### config.mk
export PLATFORM = sky130hd
export DESIGN_NAME = alu_issue_stage
export DESIGN_NICKNAME = d
export VERILOG_FILES = /design/src/rtl/alu_issue_stage_pkg.sv /design/src/rtl/alu_op_decode.sv /design/src/rtl/alu_issue_stage.sv
export SDC_FILE = /design/constraint.sdc
export NUM_CORES = 1
export LEC_CHECK = 0
export ABC_CLOCK_PERIOD_IN_PS = 3350
export BUFFER_PORTS_ARGS = -buffer_cell sky130_fd_sc_hd__buf_4
export CORE_MARGIN = 3
export CORE_UTILIZATION = 47
export DETAILED_ROUTE_END_ITERATION = 7
export GPL_ROUTABILITY_DRIVEN = 0
export PLACE_DENSITY_LB_ADDON = 0.25
export SYNTH_ARGS = -nofsm -noshare
export SYNTH_HDL_FRONTEND = slang
export SYNTH_SLANG_ARGS = --single-unit
### constraint.sdc
create_clock -name clk -period 3.35 [get_ports clk]
set_clock_uncertainty 0.1 [all_clocks]
set_input_delay 0.1675 -clock clk [delete_from_list [all_inputs] [get_ports clk]]
set_output_delay 0.1675 -clock clk [all_outputs]
set_load 0.01 [all_outputs]
### src/rtl/alu_issue_stage_pkg.sv
// Shared constants for the ALU issue stage: ALU select codes, MIPS opcode/funct
// values, error bit positions and the operand-B source selector.
package alu_issue_stage_pkg;

  localparam logic [3:0] SEL_ADD  = 4'd0;
  localparam logic [3:0] SEL_SUB  = 4'd1;
  localparam logic [3:0] SEL_AND  = 4'd2;
  localparam logic [3:0] SEL_OR   = 4'd3;
  localparam logic [3:0] SEL_SLT  = 4'd4;
  localparam logic [3:0] SEL_MOVE = 4'd5;
  localparam logic [3:0] SEL_MULT = 4'd6;
  localparam logic [3:0] SEL_DIV  = 4'd7;
  localparam logic [3:0] SEL_BNE  = 4'd8;
  localparam logic [3:0] SEL_BGTZ = 4'd9;
  localparam logic [3:0] SEL_ILL  = 4'd15;

  localparam logic [5:0] OP_RTYPE = 6'h00;
  localparam logic [5:0] OP_BEQ   = 6'h04;
  localparam logic [5:0] OP_BNE   = 6'h05;
  localparam logic [5:0] OP_BGTZ  = 6'h07;
  localparam logic [5:0] OP_ADDI  = 6'h08;
  localparam logic [5:0] OP_SLTI  = 6'h0A;
  localparam logic [5:0] OP_ANDI  = 6'h0C;
  localparam logic [5:0] OP_ORI   = 6'h0D;

  localparam logic [5:0] FN_MULT  = 6'h18;
  localparam logic [5:0] FN_DIV   = 6'h1A;
  localparam logic [5:0] FN_ADD   = 6'h20;
  localparam logic [5:0] FN_MOVE  = 6'h21;
  localparam logic [5:0] FN_SUB   = 6'h22;
  localparam logic [5:0] FN_AND   = 6'h24;
  localparam logic [5:0] FN_OR    = 6'h25;
  localparam logic [5:0] FN_SLT   = 6'h2A;

  localparam int unsigned ERR_ILL  = 0;
  localparam int unsigned ERR_DIV0 = 1;

  typedef enum logic [1:0] {EbRt, EbSext, EbZext, EbZero} eb_mode_t;

endpackage

### src/rtl/alu_op_decode.sv
// Combinational opcode/funct decode to ALU select, operand-B source and error flags.
module alu_op_decode
  import alu_issue_stage_pkg::*;
(
  input  logic [5:0] op_i,
  input  logic [5:0] funct_i,
  input  logic       rt_zero_i,
  output logic [3:0] sel_o,
  output eb_mode_t   eb_mode_o,
  output logic [1:0] err_o
);

  always_comb begin
    sel_o     = SEL_ILL;
    eb_mode_o = EbZero;
    err_o     = '0;
    case (op_i)
      OP_RTYPE: begin
        eb_mode_o = EbRt;
        case (funct_i)
          FN_ADD:  sel_o = SEL_ADD;
          FN_SUB:  sel_o = SEL_SUB;
          FN_AND:  sel_o = SEL_AND;
          FN_OR:   sel_o = SEL_OR;
          FN_SLT:  sel_o = SEL_SLT;
          FN_MOVE: sel_o = SEL_MOVE;
          FN_MULT: sel_o = SEL_MULT;
          FN_DIV:  sel_o = SEL_DIV;
          default: eb_mode_o = EbZero;
        endcase
      end
      OP_ADDI: begin sel_o = SEL_ADD;  eb_mode_o = EbSext; end
      OP_SLTI: begin sel_o = SEL_SLT;  eb_mode_o = EbSext; end
      OP_ANDI: begin sel_o = SEL_AND;  eb_mode_o = EbZext; end
      OP_ORI:  begin sel_o = SEL_OR;   eb_mode_o = EbZext; end
      OP_BEQ:  begin sel_o = SEL_SUB;  eb_mode_o = EbRt;   end
      OP_BNE:  begin sel_o = SEL_BNE;  eb_mode_o = EbRt;   end
      OP_BGTZ: begin sel_o = SEL_BGTZ; eb_mode_o = EbZero; end
      default: ;
    endcase
    err_o[ERR_ILL]  = (sel_o == SEL_ILL);
    err_o[ERR_DIV0] = (sel_o == SEL_DIV) && rt_zero_i;
  end

endmodule

### src/rtl/alu_issue_stage.sv
// Registered operand-issue stage feeding the ALU, with a 2-entry (main + skid)
// buffer so execute-side backpressure never drops an instruction.
module alu_issue_stage
  import alu_issue_stage_pkg::*;
#(
  parameter int unsigned DW    = 32,
  parameter int unsigned CNT_W = 16
) (
  input  logic             clk,
  input  logic             rst_n,
  input  logic             flush,
  input  logic             in_valid,
  output logic             in_ready,
  input  logic [5:0]       in_op,
  input  logic [5:0]       in_funct,
  input  logic [DW-1:0]    in_rs_val,
  input  logic [DW-1:0]    in_rt_val,
  input  logic [15:0]      in_imm,
  output logic             out_valid,
  input  logic             out_ready,
  output logic [DW-1:0]    out_EA,
  output logic [DW-1:0]    out_EB,
  output logic [3:0]       out_sel,
  output logic [1:0]       out_err,
  output logic [CNT_W-1:0] issued_cnt
);

  logic [3:0]    dec_sel;
  eb_mode_t      dec_eb_mode;
  logic [1:0]    dec_err;
  logic [DW-1:0] dec_ea, dec_eb;

  alu_op_decode u_decode (
    .op_i      (in_op),
    .funct_i   (in_funct),
    .rt_zero_i (in_rt_val == '0),
    .sel_o     (dec_sel),
    .eb_mode_o (dec_eb_mode),
    .err_o     (dec_err)
  );

  always_comb begin
    dec_ea = dec_err[ERR_ILL] ? '0 : in_rs_val;
    case (dec_eb_mode)
      EbRt:    dec_eb = in_rt_val;
      EbSext:  dec_eb = {{(DW-16){in_imm[15]}}, in_imm};
      EbZext:  dec_eb = {{(DW-16){1'b0}}, in_imm};
      default: dec_eb = '0;
    endcase
    // Force a non-zero divisor so the ALU never produces an undefined result.
    if (dec_err[ERR_DIV0]) dec_eb = {{(DW-1){1'b0}}, 1'b1};
  end

  logic             m_valid_q, m_valid_d, s_valid_q, s_valid_d;
  logic [DW-1:0]    m_ea_q, m_ea_d, m_eb_q, m_eb_d, s_ea_q, s_ea_d, s_eb_q, s_eb_d;
  logic [3:0]       m_sel_q, m_sel_d, s_sel_q, s_sel_d;
  logic [1:0]       m_err_q, m_err_d, s_err_q, s_err_d;
  logic             in_ready_q, in_ready_d;
  logic [CNT_W-1:0] cnt_q, cnt_d;
  logic             accept, drain;

  always_comb begin
    accept    = in_valid && in_ready_q && !flush;
    drain     = m_valid_q && out_ready;
    m_valid_d = m_valid_q;
    m_ea_d    = m_ea_q;
    m_eb_d    = m_eb_q;
    m_sel_d   = m_sel_q;
    m_err_d   = m_err_q;
    s_valid_d = s_valid_q;
    s_ea_d    = s_ea_q;
    s_eb_d    = s_eb_q;
    s_sel_d   = s_sel_q;
    s_err_d   = s_err_q;
    if (flush) begin
      m_valid_d = 1'b0;
      s_valid_d = 1'b0;
    end else begin
      if (drain) begin
        if (s_valid_q) begin
          m_ea_d    = s_ea_q;
          m_eb_d    = s_eb_q;
          m_sel_d   = s_sel_q;
          m_err_d   = s_err_q;
          s_valid_d = 1'b0;
        end else begin
          m_valid_d = 1'b0;
        end
      end
      // accept implies the skid slot is empty, so it never collides with S->M.
      if (accept) begin
        if (!m_valid_q || drain) begin
          m_valid_d = 1'b1;
          m_ea_d    = dec_ea;
          m_eb_d    = dec_eb;
          m_sel_d   = dec_sel;
          m_err_d   = dec_err;
        end else begin
          s_valid_d = 1'b1;
          s_ea_d    = dec_ea;
          s_eb_d    = dec_eb;
          s_sel_d   = dec_sel;
          s_err_d   = dec_err;
        end
      end
    end
    in_ready_d = !s_valid_d;
    cnt_d      = cnt_q + CNT_W'(drain);
  end

  always_ff @(posedge clk or negedge rst_n) begin
    if (!rst_n) begin
      m_valid_q  <= 1'b0;
      m_ea_q     <= '0;
      m_eb_q     <= '0;
      m_sel_q    <= '0;
      m_err_q    <= '0;
      s_valid_q  <= 1'b0;
      s_ea_q     <= '0;
      s_eb_q     <= '0;
      s_sel_q    <= '0;
      s_err_q    <= '0;
      in_ready_q <= 1'b1;
      cnt_q      <= '0;
    end else begin
      m_valid_q  <= m_valid_d;
      m_ea_q     <= m_ea_d;
      m_eb_q     <= m_eb_d;
      m_sel_q    <= m_sel_d;
      m_err_q    <= m_err_d;
      s_valid_q  <= s_valid_d;
      s_ea_q     <= s_ea_d;
      s_eb_q     <= s_eb_d;
      s_sel_q    <= s_sel_d;
      s_err_q    <= s_err_d;
      in_ready_q <= in_ready_d;
      cnt_q      <= cnt_d;
    end
  end

  assign in_ready   = in_ready_q;
  assign out_valid  = m_valid_q;
  assign out_EA     = m_ea_q;
  assign out_EB     = m_eb_q;
  assign out_sel    = m_sel_q;
  assign out_err    = m_valid_q ? m_err_q : 2'b00;
  assign issued_cnt = cnt_q;

endmodule

* Word-level counts from Yosys, hierarchy flattened *
Cells that the tools add are included.

cells by class
  add/subtract/negate cells = 1
  multipliers = 0
  div/mod/pow operators = 0
  order comparisons = 0
  eq/ne operators = 19
  shifts and indexed selects = 0
  mux-type cells = 33
  bitwise operators = 2
  reductions and logical operators = 16

operators with widths
  cell                                                                    count
  32-bit two-way mux                                                      10
  32-bit case mux with 3 select lines                                     1
  4-bit case mux with 8 select lines                                      2
  6-bit equality test (second input constant)                             6
  32-bit logical NOT                                                      1
  6-bit by 4-bit equality test with 1-bit output (second input constant)  4
  6-bit by 3-bit equality test with 1-bit output (second input constant)  3
  16-bit by 1-bit adder with 16-bit output                                1
  4-bit two-way mux                                                       4
  6-bit by 5-bit equality test with 1-bit output (second input constant)  2
  2-bit two-way mux                                                       6
  1-bit two-way mux                                                       9
  2-bit case mux with 4 select lines                                      1
  8-bit OR reduction                                                      1
  6-bit logical NOT                                                       1
  2-bit OR reduction                                                      3
  4-bit by 3-bit equality test with 1-bit output (second input constant)  1
  4-bit equality test (second input constant)                             1
  1-bit logical AND                                                       4
  1-bit logical NOT                                                       3
  3-bit AND reduction                                                     1
  2-bit by 1-bit equality test with 1-bit output (second input constant)  1
  2-bit equality test (second input constant)                             1
  2-bit logical NOT                                                       1
  2 further kinds                                                         3

word-level totals
  register bits after elaboration = 159
  latch bits = 0
  memory bits (writable) = 0
  bits in read-only memories = 0
  input bits = 97
  output and inout bits = 88
  memories kept = 0

* Logic depth before layout (Yosys ltp) *
  depth in word-level cells = 9
  gate-level depth with buffers = 9
  gate-level depth less buffers = 7

* Cells and area by module *
Synthesis repeated with hierarchy kept, for this count alone.

unflattened totals
  cell total of the unflattened synthesis = 663
  area, all modules = 8079.0 µm²

by module, submodules not included
  module           times used  cells each  area each (µm²)  sequential area each (µm²)
  alu_issue_stage  1           611         7723.7           3980.1
  alu_op_decode    1           52          355.3            0.0

* Worst setup path after synthesis *
Ideal clock, no wire load.

  kind = register -> register
  from = register in_ready_q (netlist: in_ready)
  to = register m_eb_q[10] (netlist: out_EB[10])
  library setup time = 131 ps
  arrival = 1853 ps
  data required time = 3119 ps
  path slack = 1266 ps
  cell stages (with the launch flop) = 8
  path buffers = 2
  clock period less this slack = 2084 ps
  path through = dfstp_2 -> nand2_1 -> or3_1 -> clkbuf_1 -> a21o_1 -> clkbuf_1 -> a222oi_1 -> nand2_1

between the ends
  cells in the longest elaborated chain, start to end = 3

RTL lines
  element                         line                    RTL
  start, declared                 alu_issue_stage.sv:58   logic in_ready_q, in_ready_d;
  start signal, assigned          alu_issue_stage.sv:136  in_ready_q <= in_ready_d;
  1-bit logical AND (2 in a row)  alu_issue_stage.sv:63   accept = in_valid && in_ready_q && !flush;
  32-bit two-way mux              alu_issue_stage.sv:91   if (accept) begin
  end signal, assigned            alu_issue_stage.sv:128  m_eb_q <= m_eb_d;
  end, declared                   alu_issue_stage.sv:55   logic [DW-1:0] m_ea_q, m_ea_d, m_eb_q, m_eb_d, s_ea_q, s_ea_d, s_eb_q, s_eb_d;

Every way passes these cells.
A chain may end at the register's enable or synchronous reset.

* Final worst setup path *
  from = register m_valid_q (netlist: out_valid)
  to = register m_eb_q[7] (netlist: out_EB[7])

between the ends
  cells in the longest elaborated chain, start to end = 4
  elaborated cells on any way between the ends = 6
  classes of those cells = mux: 3; reduce/logical: 3

RTL lines
  element                                                        line                                          RTL
  start, declared                                                alu_issue_stage.sv:54                         logic m_valid_q, m_valid_d, s_valid_q, s_valid_d;
  start signal, assigned                                         alu_issue_stage.sv:126                        m_valid_q <= m_valid_d;
  1-bit logical AND / 1-bit logical NOT (equally long branches)  alu_issue_stage.sv:64, alu_issue_stage.sv:92
  32-bit two-way mux / 1-bit logical OR (equally long branches)  alu_issue_stage.sv:79, alu_issue_stage.sv:92
  32-bit two-way mux                                             alu_issue_stage.sv:92                         if (!m_valid_q || drain) begin
  32-bit two-way mux (*)                                         alu_issue_stage.sv:91

Mark *: on every way between the ends. The rest lies on a longest branch, timed or not.

==> key figures <==
Yosys
  • Most frequent cell after synthesis: dfrtp_1
  • Top_reg_cell synth: dfrtp_1
  • Seq cells post-synth: 159
  • Post-synth EDFFs: 0
  • Synth area leader: dfrtp_1
  • Post-synth top cells: dfrtp_1, a21oi_1, nand2_1
  • Mapped Avg Cell Area: 9.68 sq um
  • Syn Inst Count: 712
  • Share of the synthesized area in the top cell type: 57.4%
  • Async S/R FF share, synth: 100%
  • Netlist Area Pre-Place: 0.00689 sq mm
  • Synth area leaders: dfrtp_1, a21oi_1, o22ai_1
  • Post-synth net total: 811
  • Synth warn: 0
  • Yosys cell types: 49
  • Sequential area share after synthesis: 57.8%

Cells and area
  • Non-filler cells in the finished layout: 1149
  • Antenna cell count: 0
  • Area grow syn2layout: 42.2%
  • Fin util: 69.5%
  • Fillers: 992
  • Nets: 1056
  • Share of cells above drive strength 1: 24.4%

Detailed routing
  • Met1 WL: 8.45 mm
  • DR DRC count: 0
  • Drt first pass iters: 7
  • Metal3 WL: 1.71 mm
  • WL/cell: 18.1 um
  • Antenna viol nets, final: 0
  • Routed met2 length: 10.2 mm
  • Max Used Layer: met4
  • Initial DRC count: 555
  • DR vias: 6726
  • Vias per Instance: 5.85
  • Routed wire length: 20.8 mm

Floorplan
  • Die H: 127 um
  • Row Count: 43
  • DIE AREA: 0.0162 sq mm
  • Placeable Area: 0.0141 sq mm
  • Starting Density: 48.9%
  • # IOs: 185
  • Die Span X: 127 um

Placed design
  • Number of buffers added on ports: 184
  • Placed cells: 1038
  • Dpl hpwl: 13.2 mm

Global route
  • Largest net degree at the start of global routing: 101
  • Total gr overflow: 0
  • Initial antenna violation count: 0
  • Vias in the first global route: 6827
  • GRT Total Usage: 25.7%
  • Global-route wire length before repair: 33.5 mm

Setup path
  • Crit path largest cell delay: 0.58 ns
  • Setup CP Type: reg -> reg
  • CP max FO: 8
  • Slowest-stage cell, CP: nor2_1
  • Worst EP arrival: 3.38 ns
  • CP endpoint kind: register
  • Worst-case reg-to-reg path depth: 7
  • Crit path launch type: register
  • Critical path cell sequence: nor2b_1 -> or3_1 -> nand3_1 -> nor2_1 -> a222oi_1 -> nand2_1 -> dlygate4sd3_1
  • Required @ worst endpoint: 3.61 ns

Pwr
  • Switching share of power: 27.3%
  • Net Switching: 1.52 mW
  • Leakage power: 4.53 nW
  • Peak supply drop: 0.343 mV
  • Clk pwr share: 35.1%
  • Pint: 4.06 mW
  • Post-layout power: 5.58 mW
  • PwrDens: 570 mW/mm^2
  • Gate power share: 20.9%
  • Sequential power share: 44.1%

Timing
  • Sum of negative setup slack: 0 ns
  • Final worst-path cycle share: 93.3%
  • Endpoints failing hold: 0
  • Slew Limit Fails: 0
  • Worst Tran Pin Value: 1.20 ns
  • Achievable Freq: 0.320 GHz
  • Fin Hold WS: 0.0201 ns
  • Final setup vio count: 0
  • Shortest period the worst path allows: 3.13 ns
  • Max-slew headroom: 19.8%
  • RSZ-0062 raised after global routing: no

CTS
  • Clk root buf: clkbuf_16
  • Max Buffers Root-to-Sink: 2
  • CTS sink cnt: 159
  • CTS tree: built
  • Post-CTS Resized: 0
  • Skew-Pair Late Insertion Delay: 0.42 ns
  • Worst-path clk slew: 0.06 ns
  • Htree depth: 4
  • CTS buffer count: 17

Worst hold path
  • Min-Delay Path Depth: 5
  • Hold Path Class: in -> reg

Job
  • Max-cap viol count: 0

Status
  • Outcome: complete, no violations
## registers in the layout (all words and copies together), names as in the netlist, 2 cells and up
signal	count
s_ea_q	32
m_err_q	2
s_sel_q	4
out_sel	4
out_EA	32
out_EB	32
s_err_q	2
s_eb_q	32
issued_cnt	16
## final cells by class
cell class | count | area (sq um) | area share, %
inverters | 4 | 15.0 | 0.153
clock inverters | 9 | 134 | 1.37
flip-flops and latches | 159 | 3980 | 40.6
multi-input cells | 497 | 2690 | 27.5
clock buffers | 22 | 464 | 4.74
repair buffers | 278 | 2290 | 23.4
well taps | 180 | 225 | 2.30
## power by group through the flow
stage	combinational (mW)	sequential, mW	clock (mW)
finish	1.16	2.46	1.96
global route	1.28	2.49	2.06
CTS	1.16	2.46	1.99
detailed placement	1.06	2.49	0
global placement	1.02	2.47	0
floorplan	0.428	2.52	0
## worst max-delay path, delay by kind of cell, from the launching register on
kind / cells / cell delay, ns
AND/OR/NAND/NOR: 5 / 1.78
buffers and inverters: 1 / 0.56
flip-flops: 1 / 0.42
AO/OA/AOI/OAI: 1 / 0.20
## path summary, 6_finish.rpt
| path | startpoint | slack [ns] | to |
|---|---|---|---|
| max | out_valid$_DFF_PN0_ | 0.22 | out_EB[7]$_DFFE_PN0N_ |
| min | in_imm[15] | 0.02 | s_eb_q[15]$_DFFE_PN0P_ |
| max reg2reg | out_valid$_DFF_PN0_ | 0.22 | out_EB[7]$_DFFE_PN0N_ |
| min reg2reg | issued_cnt[15]$_DFF_PN0_ | 0.38 | issued_cnt[15]$_DFF_PN0_ |
| max in group asynchronous | rst_n | 1.89 | s_eb_q[19]$_DFFE_PN0P_ |
| min in group asynchronous | rst_n | 0.29 | issued_cnt[14]$_DFF_PN0_ |
## through the flow
| stage | instance area, sq um | worst slack, ns |
|---|---|---|
| floorplan | 6890 | 1.27 |
| global placement | 8400 | 0.826 |
| detailed placement | 8400 | 0.813 |
| CTS | 9800 | 0.343 |
| global route | 9800 | 0.0700 |
| finish | 9800 | 0.224 |
## cells in the final DEF (no fill, tap or decap), drive strengths merged, types with 5 or more instances in the layout
master,synthesis,layout
buf,20,198
nand3,55,55
o22ai,58,58
clkbuf,32,22
and2,6,6
nor4,9,9
nor2,47,47
a21oi,104,104
xor2,6,6
and3,11,11
nand2,87,87
dfrtp,158,158
inv,4,5
dlygate4sd3,0,80
xnor2,8,8
a222oi,8,8
o21ai,48,48
nand4,5,5
## cells by family after synthesis
| family | Yosys count | share of synthesized area (%) |
|---|---|---|
| compound gates | 236 | 19.8 |
| xor+xnor | 14 | 1.78 |
| fa+ha+maj | 2 | 0.363 |
| buf+inv | 56 | 3.54 |
| flops | 159 | 57.8 |
| mux | 1 | 0.163 |
| simple gates | 244 | 16.6 |
## timing repair
item                                   in CTS  in global routing
setup buffers                               0                  0
hold buffers                               80                  0
endpoints found under the hold margin     223                  0
setup endpoints to repair                   0                  0
## routing by layer
metal,global-route usage [%],vias to the layer above
met5,0,-
met4,10.6,0
met3,5.60,42
met2,42.4,355
met1,33.0,3256
li1,-,3073
(Power assumes the default switching activity.)
